--- config.mk ---
export PLATFORM = sky130hd
export DESIGN_NAME = div_clk_monitor
export DESIGN_NICKNAME = d
export VERILOG_FILES = /design/src/rtl/div_clk_monitor.sv
export SDC_FILE = /design/constraint.sdc
export NUM_CORES = 1
export LEC_CHECK = 0
export CAP_MARGIN = 20
export CORE_ASPECT_RATIO = 1.25
export CORE_MARGIN = 2
export CORE_UTILIZATION = 30
export CTS_CLUSTER_SIZE = 24
export DETAILED_ROUTE_END_ITERATION = 8
export PLACE_DENSITY_LB_ADDON = 0.08
export SETUP_SLACK_MARGIN = 0.02
export SYNTH_ARGS = -nofsm -noshare
export SYNTH_HDL_FRONTEND = slang
export SYNTH_SLANG_ARGS = --single-unit
--- constraint.sdc ---
create_clock -name clk -period 6.3 [get_ports clk]
set_clock_uncertainty 0.15 [all_clocks]
set_input_delay 1.26 -clock clk [delete_from_list [all_inputs] [get_ports clk]]
set_output_delay 1.26 -clock clk [all_outputs]
set_load 0.03 [all_outputs]
--- src/rtl/div_clk_monitor.sv ---
// Divided-clock checker: synchronises div_in, measures high/low/period lengths in clk
// cycles and tracks lock/fault against the expected half-period.
module div_clk_monitor #(
  parameter int CNT_W       = 16,
  parameter int EXP_HALF    = 10,
  parameter int TOL         = 1,
  parameter int LOCK_N      = 4,
  parameter int TIMEOUT     = 64,
  parameter int SYNC_STAGES = 2
) (
  input  logic             clk,
  input  logic             rst,
  input  logic             en,
  input  logic             div_in,
  output logic [CNT_W-1:0] high_out,
  output logic [CNT_W-1:0] low_out,
  output logic [CNT_W-1:0] period_out,
  output logic             meas_valid,
  output logic             locked,
  output logic             fault
);

  localparam int GW = $clog2(LOCK_N + 1);
  localparam logic [CNT_W-1:0] CNT_MAX  = '1;
  localparam logic [CNT_W-1:0] LO_LIM   = CNT_W'(EXP_HALF - TOL);
  localparam logic [CNT_W-1:0] HI_LIM   = CNT_W'(EXP_HALF + TOL);
  localparam logic [CNT_W-1:0] STALL_AT = CNT_W'(TIMEOUT - 1);
  localparam logic [GW-1:0]    LAST_GOOD = GW'(LOCK_N - 1);

  typedef enum logic [1:0] {IDLE, ACQUIRE, LOCKED, FAULT} state_t;

  state_t                 state_q, state_d;
  logic [SYNC_STAGES-1:0] sync_q, sync_d;
  logic                   s_d_q, s_d_d;
  logic [CNT_W-1:0]       phase_cnt_q, phase_cnt_d;
  logic [CNT_W-1:0]       high_len_q, high_len_d;
  logic [GW-1:0]          good_cnt_q, good_cnt_d;
  logic                   have_high_q, have_high_d;
  logic                   skip_first_q, skip_first_d;
  logic [CNT_W-1:0]       high_out_q, high_out_d;
  logic [CNT_W-1:0]       low_out_q, low_out_d;
  logic [CNT_W-1:0]       period_out_q, period_out_d;
  logic                   meas_valid_q, meas_valid_d;
  logic                   locked_q, locked_d;
  logic                   fault_q, fault_d;

  logic             s, rise, fall, edge_det, measure, good, stall;
  logic [CNT_W-1:0] l_len, per_sat;
  logic [CNT_W:0]   per_sum;

  always_comb begin
    s        = sync_q[SYNC_STAGES-1];
    rise     = s & ~s_d_q;
    fall     = ~s & s_d_q;
    edge_det = rise | fall;
    l_len    = (phase_cnt_q == CNT_MAX) ? CNT_MAX : phase_cnt_q + CNT_W'(1);
    good     = (l_len >= LO_LIM) && (l_len <= HI_LIM);
    stall    = (phase_cnt_q == STALL_AT) && !edge_det;
    // the first edge after leaving IDLE closes a partial phase: never measured
    measure  = edge_det && !skip_first_q;
    per_sum  = {1'b0, high_len_q} + {1'b0, l_len};
    per_sat  = per_sum[CNT_W] ? CNT_MAX : per_sum[CNT_W-1:0];
  end

  always_comb begin
    state_d      = state_q;
    sync_d       = {sync_q[SYNC_STAGES-2:0], div_in};
    s_d_d        = s;
    phase_cnt_d  = edge_det ? '0 : l_len;
    high_len_d   = high_len_q;
    good_cnt_d   = good_cnt_q;
    have_high_d  = have_high_q;
    skip_first_d = skip_first_q;
    high_out_d   = high_out_q;
    low_out_d    = low_out_q;
    period_out_d = period_out_q;
    meas_valid_d = 1'b0;

    if (state_q == IDLE) begin
      phase_cnt_d  = '0;
      good_cnt_d   = '0;
      have_high_d  = 1'b0;
      skip_first_d = 1'b1;
      if (en) state_d = ACQUIRE;
    end else begin
      if (edge_det) skip_first_d = 1'b0;
      if (measure && fall) begin
        high_len_d  = l_len;
        have_high_d = 1'b1;
      end
      if (measure && rise && have_high_q) begin
        high_out_d   = high_len_q;
        low_out_d    = l_len;
        period_out_d = per_sat;
        meas_valid_d = 1'b1;
        have_high_d  = 1'b0;
      end
      case (state_q)
        ACQUIRE: begin
          if (measure) begin
            if (!good) good_cnt_d = '0;
            else if (good_cnt_q == LAST_GOOD) begin
              good_cnt_d = '0;
              state_d    = LOCKED;
            end else good_cnt_d = good_cnt_q + GW'(1);
          end else if (stall) good_cnt_d = '0;
        end
        LOCKED: if ((measure && !good) || stall) state_d = FAULT;
        default: ;
      endcase
      // disable wins over any edge seen in the same cycle
      if (!en) begin
        state_d      = IDLE;
        phase_cnt_d  = '0;
        good_cnt_d   = '0;
        have_high_d  = 1'b0;
        skip_first_d = 1'b1;
        meas_valid_d = 1'b0;
        high_out_d   = high_out_q;
        low_out_d    = low_out_q;
        period_out_d = period_out_q;
      end
    end

    locked_d = (state_d == LOCKED);
    fault_d  = (state_d == FAULT);
  end

  always_ff @(posedge clk) begin
    if (rst) begin
      state_q      <= IDLE;
      sync_q       <= '0;
      s_d_q        <= 1'b0;
      phase_cnt_q  <= '0;
      high_len_q   <= '0;
      good_cnt_q   <= '0;
      have_high_q  <= 1'b0;
      skip_first_q <= 1'b0;
      high_out_q   <= '0;
      low_out_q    <= '0;
      period_out_q <= '0;
      meas_valid_q <= 1'b0;
      locked_q     <= 1'b0;
      fault_q      <= 1'b0;
    end else begin
      state_q      <= state_d;
      sync_q       <= sync_d;
      s_d_q        <= s_d_d;
      phase_cnt_q  <= phase_cnt_d;
      high_len_q   <= high_len_d;
      good_cnt_q   <= good_cnt_d;
      have_high_q  <= have_high_d;
      skip_first_q <= skip_first_d;
      high_out_q   <= high_out_d;
      low_out_q    <= low_out_d;
      period_out_q <= period_out_d;
      meas_valid_q <= meas_valid_d;
      locked_q     <= locked_d;
      fault_q      <= fault_d;
    end
  end

  assign high_out   = high_out_q;
  assign low_out    = low_out_q;
  assign period_out = period_out_q;
  assign meas_valid = meas_valid_q;
  assign locked     = locked_q;
  assign fault      = fault_q;

endmodule

==> results.md <==
* Grt ovf at 0
* Crit path buffers/inverters at 1
* Final hold vios at 0
* Critical path data required time at 6.38 ns
* Largest delay share family, worst path: compound AO/OA/AOI/OAI gates
* DRT Pass-1 Iters at 4
* Root Driver: clkbuf_16
* Vias/cell at 5.07
* Syn nets at 574
* Setup total negative slack at 0 ns
* Critical Path, Cell by Cell: ha_1 > nand3_2 > nor4_4 > nor2_1 > inv_1 > ha_1 > a21o_1 > a21oi_1 > o21a_1 > nand4b_1 > a31oi_4 > o21a_1 > o211a_1 > nor3_1
* Pwr dens at 207 nW/um^2
* Fillcell total at 1532
* Synth cell types at 67
* RSZ-0062 raised after global routing: false
* GPL Wtd Cong at 0.835
* Die width at 114 um
* Final wirelength at 13000 um
* Worst r2r src: phase_cnt_q[0]
* Minimum clock period at 4.25 ns
* Crit path DAT at 4.33 ns
* Period utilization at 67.5%
* Worst-Skew Late Latency at 0.35 ns
* Worst min path class: flip-flop to flip-flop
* # clock sinks at 93
* Total power at 0.00115 W
* Register area at 1860 sq um
* Worst Slack Setup Final at 2.05 ns
* Vias in the first global route at 3791
* Fraction of layout cells with a size suffix above 1 at 8.05%
* Worst min-delay path endpoint: sync_q[1]
* Detail Placement HPWL at 9520 um
* CP endpoint kind: flip-flop
* Via count at 3944
* H-tree levels at 3
* Avg WL per Cell at 16.7 um
* Status: finished clean
* Setup crit start kind: flip-flop
* Async SR Flop Fraction at 0%
* Synthesis-to-layout area growth at 21.2%
* Largest net degree at the start of global routing at 57
* # resized after CTS at 0
* Hold-fix buffers, CTS at 0
* Pleak at 2.06 nW
* Clock buffer count from CTS at 9
* IO Port Bufs at 54
* Prevailing post-synth register cell: dfxtp_1
* DR iter-0 viols at 252
* Slowest cell on the critical path: nor4_4
* Synth Cell Area at 4580 sq um
* Post-layout instance area at 5550 sq um
* Cells after synthesis at 547
* Multi-input logic area at 2490 sq um
* FF-to-FF setup slack at 2.05 ns
* Commonest non-fill, non-tap cell in the layout: dfxtp_1
* Nets at 619
* Postcts setup bufs at 0
* Core outline area at 15000 sq um
* I/O Pins at 55
* Full die area at 16300 sq um
* EDFF count, synth at 0
* Max-cap violations at 0
* Reg2reg path depth at 14
* Seq/Total Area, Yosys at 40.7%
* Final slew viol count at 0
* CTS Buffer Depth at 2
* Die height at 142 um
* Synth warn at 0
* Fmax at 235 MHz
* Final setup viols at 0
* Site row count at 50
* Clock-pin slew on the worst setup and hold paths at 0.07 ns
* Overall routing resource usage at 16.7%
* Worst Hold Depth at 1
* Worst slack, placed at 2.05 ns
* DRC viols at 0
* Initial antenna violation count at 0
* ANT nets after route at 0
* R2R Path End: period_out[12]
* Synth Register Bits at 93
* Crit path largest cell delay at 0.62 ns
* Most frequent cells in the layout: dfxtp_1, nand2_1, nor2_1, clkdlybuf4s50_1, a21oi_1
* HP Start: sync_q[0]
* Rel. slew slack at 32.0%
* First-pass GRT wire length at 21000 um
* Critical path fanouts, max at 12
* Synth Area per Inst at 8.37 sq um
* Ant. Diodes at 0
* Initial Util at 30.6%
* CTS tree: built
* VDD IR max at 0.0807 mV
* Worst-margin pin slew at 1.02 ns
* Crit Path Category: flip-flop to flip-flop
* Placed cell area at 5270 sq um
-- where the power goes --
group / switching (W) / internal (W)
logic: 0.0000194 / 0.00000828
registers: 0.00000209 / 0.000590
clock network: 0.000253 / 0.000273
total: 0.000275 / 0.000871
-- cell usage after synthesis (all sizes together) (2+ instances only) --
cell     n  area [sq um]
o31ai    2          25.0
a31oi    4          40.0
and2     5          31.3
o221a    3          33.8
a21o     4          30.0
nor2b    6          37.5
o21bai   3          22.5
o211ai   3          22.5
nor3    10          55.1
a211oi  28           215
and4     3          27.5
nor4     7          58.8
xnor2    9          78.8
mux2     4          45.0
mux2i    3          30.0
buf     11          63.8
a21oi   50           250
o21a     4          30.0
dfxtp   93          1860
a31o     2          17.5
xor2     5          43.8
nand4    9          77.6
ha      22           275
or2      3          18.8
inv     30           113
o31a     2          17.5
and3    11          68.8
o21ai   13          65.1
a311oi   2          17.5
nand2   78           293
o211a    2          20.0
clkbuf  15          56.3
nand3   13          70.1
nor2    67           251
-- layer usage --
metal  share of wire, %  vias up  global-route usage (%)
li1                   -     2014                       -
met1                 49     1851                    23.2
met2                 46       69                    25.8
met3                3.4       10                    3.66
met4                1.3        0                    4.88
met5                  0        -                       0
-- state kept, by name, indices dropped and copies added, names as in the netlist --
name	count
low_out	16
phase_cnt_q	16
fault	1
locked	1
meas_valid	1
s_d_q	1
state_q	2
have_high_q	1
high_out	16
period_out	16
sync_q	2
high_len_q	16
good_cnt_q	3
skip_first_q	1
-- metrics by stage --
step | utilization, % | instances | hold slack [ns]
after global routing | 37.1 | 778 | 0.321
after floorplan | - | 547 | 0.264
after CTS | 37.1 | 778 | 0.295
after global placement | 35.2 | 763 | 0.276
after detailed placement | 35.2 | 763 | 0.277
final | 37.1 | 778 | 0.291
-- cell type report --
type | instances | share of cell area (%)
clock buffers | 9 | 4.06
clock inverters | 6 | 0.970
inverters | 30 | 2.03
multi-input cells | 398 | 44.8
flip-flops and latches | 93 | 33.6
well taps | 182 | 4.10
repair buffers | 60 | 10.5
-- worst reg2reg max path, stage by stage (launching register included) --
cell and delay [ns]:
dfxtp_1 0.43, ha_1 0.30, nand3_2 0.15, nor4_4 0.62
nor2_1 0.21, inv_1 0.10, ha_1 0.27, a21o_1 0.19
a21oi_1 0.22, o21a_1 0.24, nand4b_1 0.24, a31oi_4 0.32
o21a_1 0.44, o211a_1 0.22, nor3_1 0.05
-- how the worst max path moves through the flow --
stage | startpoint | cells after the start | endpoint | slack [ns]
after global placement | phase_cnt_q[0] | 14 | period_out[12] | 2.19
after floorplan | phase_cnt_q[0] | 14 | period_out[12] | 2.82
after detailed placement | phase_cnt_q[0] | 14 | period_out[12] | 2.05
after CTS | phase_cnt_q[0] | 14 | period_out[12] | 2.05
final | phase_cnt_q[0] | 14 | period_out[12] | 2.05
after global routing | phase_cnt_q[0] | 14 | period_out[12] | 1.63
-- logic make-up after synthesis --
| family | synth area share [%] |
|---|---|
| AND/OR/NAND/NOR | 22.7 |
| buffers and inverters | 5.08 |
| flip-flops | 40.7 |
| AO/OA/AOI/OAI | 20.6 |
| multiplexers | 1.64 |
| adder cells (fa/ha/maj) | 6.67 |
| XOR/XNOR | 2.68 |
Note: power is estimated with default switching activity, not from simulation.
==> RTL edit 1 (same settings) <==
Register the output `period_out` once more, with the module's reset; this adds one clock of latency there. The other outputs are not delayed to match.
--- a/src/rtl/div_clk_monitor.sv
+++ b/src/rtl/div_clk_monitor.sv
@@ -162,7 +162,13 @@
 
   assign high_out   = high_out_q;
   assign low_out    = low_out_q;
-  assign period_out = period_out_q;
+  always_ff @(posedge clk) begin
+    if (rst) begin
+      period_out <= '0;
+    end else begin
+      period_out <= period_out_q;
+    end
+  end
   assign meas_valid = meas_valid_q;
   assign locked     = locked_q;
   assign fault      = fault_q;
Formal check against the unedited RTL: not equivalent (Yosys sat finds a counterexample within 10 cycles, from zero or initial values and one cycle with rst high).
==> RTL edit 1 against the unedited design <==
Die area rose by 6.5%; core utilization fell by 0.42 points; sequential cell count rose by 16; cell area rose by 6.3%; setup slack got worse by 260 ps; synthesized cell count rose by 0.73%; area after synthesis rose by 6.8%; global-route usage fell by 1.4 points; fmax fell by 5.8%; total power rose by 11%; wire length fell by 3.3%.
==> RTL edit 1: results (changes against the unedited design) <==
global_routing:
  grt_util_all_layers_pct: 15.3  # -1.4 points
  grt_pass1_wl_um: 20800  # -0.72%
  grt_pass1_vias: 3848  # +1.5%
  grt_util_met3_pct: 3.28  # -0.38 points
  grt_start_max_net_pins: 54  # -5.3%
  met1_usage_pct: 17.9  # -5.3 points
  grt_util_met2_pct: 27.3  # +1.5 points
cells_and_area:
  drive_gt1_share_pct: 6.52  # -1.5 points
  seqCellArea_mm2: 0.00218  # +17%
  nFillCells: 1653  # +7.9%
  final_net_count: 621  # +0.32%
min_path:
  hp-class: "flip-flop to flip-flop"
placed_design:
  numPortBuffers: 54  # unchanged
  gp_congestion: 0.864  # +3.4%
  place_area_mm2: 0.00562  # +6.6%
  hpwl_um: 9280  # -2.5%
  place_ws_ps: 1840  # -210 ps
  place_inst: 799  # +4.7%
detailed_routing:
  viasPerCell: 4.73  # -6.7%
  wl_met2_um: 6570  # +10%
  wl_per_cell_um: 15.4  # -7.6%
  wl_met3_um: 474  # +6.8%
  vias: 3850  # -2.4%
  drtIter0Drc: 160  # -37%
outcome:
  outcome: "completed"
logic_synthesis:
  ys_top_cells_by_area: "dfxtp_1 (45%), ha_1 (5.6%), nor2_1 (5.5%), a21oi_1 (4.8%), nand2_1 (4.0%)"
  synth.mux.area_fraction_pct: 1.46  # -0.18 points
  synth_nets: 578  # +0.70%
  ys_seq_area_share_pct: 44.7  # +4.0 points
  synth_compound_area_share_pct: 17.6  # -2.9 points
  ys_types: 60  # -10%
  yosys.area_share.xor_xnor_pct: 4.30  # +1.6 points
  ys_top_cells_by_count: "dfxtp_1 (109), nor2_1 (71), nand2_1 (52)"
  synth-adder-area-share_pct: 6.48  # -0.19 points
  synthesis.area_per_instance_um2: 8.87  # +6.0%
power_and_ir_drop:
  power_leakage_nw: 2.20  # +6.8%
  ir_worst_vdd_mv: 0.0996  # +23%
cts:
  post_cts_buffers: 0  # unchanged
worst_setup_path:
  worstPathMaxFanout: 15  # +3
sta:
  relSlewSlack_pct: 47.8  # +16 points
RTL edit 1: path summary, 6_finish.rpt:
kind | startpoint | to | slack [ps] | cells after the start
setup / recovery | phase_cnt_q[0]$_SDFF_PP0_ | period_out_q[11]$_SDFFE_PP0P_ | 1790 | 15
hold / removal | sync_q[0]$_SDFF_PP0_ | sync_q[1]$_SDFF_PP0_ | 290 | 1
setup reg to reg | phase_cnt_q[0]$_SDFF_PP0_ | period_out_q[11]$_SDFFE_PP0P_ | 1790 | 15
hold reg to reg | sync_q[0]$_SDFF_PP0_ | sync_q[1]$_SDFF_PP0_ | 290 | 1
RTL edit 1: report_power, final:
part	total [mW]	leakage [nW]	internal (mW)	switching [mW]
clock	0.548	0.139	0.299	0.249
sequential	0.693	0.879	0.691	0.00237
combinational	0.0320	1.19	0.0103	0.0217
RTL edit 1: area by class of cell:
cell class,instances,area share (%)
clock buffers,14,4.65
clock inverters,1,0.0849
inverters,27,1.72
multi-input cells,387,42.1
flip-flops and latches,109,37.0
well taps,216,4.58
repair buffers,60,9.85
RTL edit 1: worst max-delay path, stage by stage (launching register included):
cell      delay, ps
dfxtp_1         450
ha_1            270
nand2_2         130
nor4b_4         660
nand2_1         260
nand2_1         150
ha_1            220
fa_1            240
a21o_1          130
a21o_1          140
a21oi_1          80
maj3_2          370
o311ai_2        310
a21oi_1         120
or3_4           480
o2bb2a_1        280
RTL edit 1: kinds of logic (layout without fill, tap and decap cells):
kind of cell / after synthesis / in the layout
buffers and inverters: 55 / 102
and+or+nand+nor: 208 / 208
DFF: 109 / 109
xor gates and xnor gates: 24 / 24
AOI/OAI and AO/OA: 123 / 123
adders and majority gates: 25 / 25
muxes: 7 / 7
==> RTL edit 2 (same flow settings) <==
Made on the original files. Set the parameter `LOCK_N` to 8 (it was 4).
--- a/src/rtl/div_clk_monitor.sv
+++ b/src/rtl/div_clk_monitor.sv
@@ -4,7 +4,7 @@
   parameter int CNT_W       = 16,
   parameter int EXP_HALF    = 10,
   parameter int TOL         = 1,
-  parameter int LOCK_N      = 4,
+  parameter int LOCK_N      = 8,
   parameter int TIMEOUT     = 64,
   parameter int SYNC_STAGES = 2
 ) (
Check against the original RTL: no difference found for any inputs over 10 cycles, from zero or initial values and one cycle with rst high; that may be too few to reach the edited logic, so the function may still have changed.
==> RTL edit 2 against the unedited design <==
Area after synthesis down 1.6%; cell area is 1.1% lower; count of clock-buffer cells in the layout increased by 3; sequential cell count grew 1; setup slack got worse by 360 ps; total power increased by 5.5%; first-iteration DRC count is 42% lower; largest power group unchanged; cell count down 1.2%; clock power is 10% higher; core utilization shrank 0.092 points; wire length fell by 6.9%; non-clock buffer count is 2 lower.
==> RTL edit 2: results (changes against the unedited design) <==
cts:
  post_cts_buffers: 0  # unchanged
  cts_made_buffers: 9  # unchanged
  insertion_delay_ps: 350  # about the same
  clk_transition_reported_paths_ps: 70  # about the same
  ctsResizeCount: 0  # unchanged
  clockBufferDepth: 2  # unchanged
  htreeDepth: 3  # unchanged
  clockRootBuffer: "clkbuf_16"
min_path:
  hold_end: "sync_q[1]$_SDFF_PP0_"
  hp-class: "flip-flop to flip-flop"
  whs_path_depth: 1  # unchanged
  hp-start: "sync_q[0]$_SDFF_PP0_"
detailed_routing:
  dr.pass1.iters: 4  # unchanged
  wl_per_cell_um: 15.7  # -5.8%
  drtIter0Drc: 146  # -42%
  vias: 3870  # -1.9%
worst_setup_path:
  critical_path.slowest_cell: "a2111o_1"
  cp_top_family: "compound AO/OA/AOI/OAI gates"
  worstPathMaxFanout: 14  # +2
  critPathLaunchType: "flip-flop"
  arrival_ps: 4670  # +340 ps
  reg2regPathDepth: 17  # +3
  r2r-start: "phase_cnt_q[0]$_SDFF_PP0_"
  critical_path.max_stage_delay_ps: 450  # -170 ps
  crit_path_end: "period_out[5]$_SDFFE_PP0P_"
logic_synthesis:
  async_flop_share_pct: 0  # unchanged
  synth-main-ff-cell: "dfxtp_1"
  ys_top_cells_by_count: "dfxtp_1 (94), nor2_1 (75), nand2_1 (74)"
  synth_nets: 569  # -0.87%
  ys_warn_count: 0  # unchanged
  ys_seq_area_share_pct: 41.8  # +1.1 points
  ys_top_cells_by_area: "dfxtp_1 (42%), nor2_1 (6.3%), nand2_1 (6.2%), ha_1 (6.1%), a21oi_1 (5.4%)"
  ys_types: 60  # -10%
placed_design:
  place_ws_ps: 1670  # -379 ps
  gp_congestion: 0.794  # -4.9%
  numPortBuffers: 54  # unchanged
  hpwl_um: 8840  # -7.2%
sta:
  min_period_ps: 4620  # +364 ps
  tightest_slew_ps: 997  # -22.2 ps
  fin_hold_ws_ps: 297  # +6.52 ps
  finalMaxSlewViolations: 0  # unchanged
cells_and_area:
  antennaDiodeCount: 0  # unchanged
  drive_gt1_share_pct: 6.64  # -1.4 points
  final_net_count: 609  # -1.6%
global_routing:
  grt_pass1_wl_um: 19900  # -4.9%
  grt_util_all_layers_pct: 15.8  # -0.83 points
  antenna_found_initial: 0  # unchanged
  grt_pass1_vias: 3802  # +0.29%
  grt_start_max_net_pins: 74  # +30%
outcome:
  outcome: "completed"
power_and_ir_drop:
  power_leakage_nw: 2.04  # -1.3%
  ir_worst_vdd_mv: 0.137  # +70%
  p_int_uw: 946  # +8.6%
RTL edit 2: cell count changes in the layout (fill, tap and decap cells not counted), moves of 5 or more:
cell,change
nor2_1,+8
nor3_1,-5
inv_1,-7
a211oi_1,+5
RTL edit 2: stage by stage:
step	power [mW]	instances	utilization, %	cell area [um^2]
6_report	1.21	769	37.0	5490
5_1_grt	1.25	769	37.0	5490
4_1_cts	1.22	768	37.0	5480
3_5_place_dp	0.641	752	34.8	5160
3_3_place_gp	0.641	752	34.8	5160
2_1_floorplan	0.632	542	-	4500
RTL edit 2: cell families after synthesis:
| family | share of synthesized area (%) |
|---|---|
| multiplexers | 0.945 |
| XOR/XNOR | 3.89 |
| flip-flops | 41.8 |
| AO/OA/AOI/OAI | 18.4 |
| buffers and inverters | 4.92 |
| adder cells (fa/ha/maj) | 7.03 |
| AND/OR/NAND/NOR | 23.0 |
RTL edit 2: routing by layer:
layer	global-route usage, %	vias to the layer above	part of all wire, %
met5	0	-	0
met4	6.16	0	1.7
met1	21.1	1836	48
li1	-	1955	-
met3	2.11	13	3.1
met2	26.0	66	47
RTL edit 2: final cells by class:
cell class / count / area [um^2]
Timing Repair Buffer: 58 / 566
Multi-Input combinational cell: 395 / 2400
Fill cell: 1555 / 9340
Tap cell: 182 / 228
Clock buffer: 12 / 267
Clock inverter: 4 / 53.8
Inverter: 24 / 90.1
Sequential cell: 94 / 1880
RTL edit 2: power by group through the flow:
| stage | registers (mW) | logic [mW] | clock network (mW) |
|---|---|---|---|
| finish | 0.598 | 0.0287 | 0.582 |
| global route | 0.599 | 0.0328 | 0.621 |
| CTS | 0.598 | 0.0292 | 0.596 |
| detailed placement | 0.612 | 0.0291 | 0 |
| global placement | 0.612 | 0.0287 | 0 |
| floorplan | 0.612 | 0.0209 | 0 |
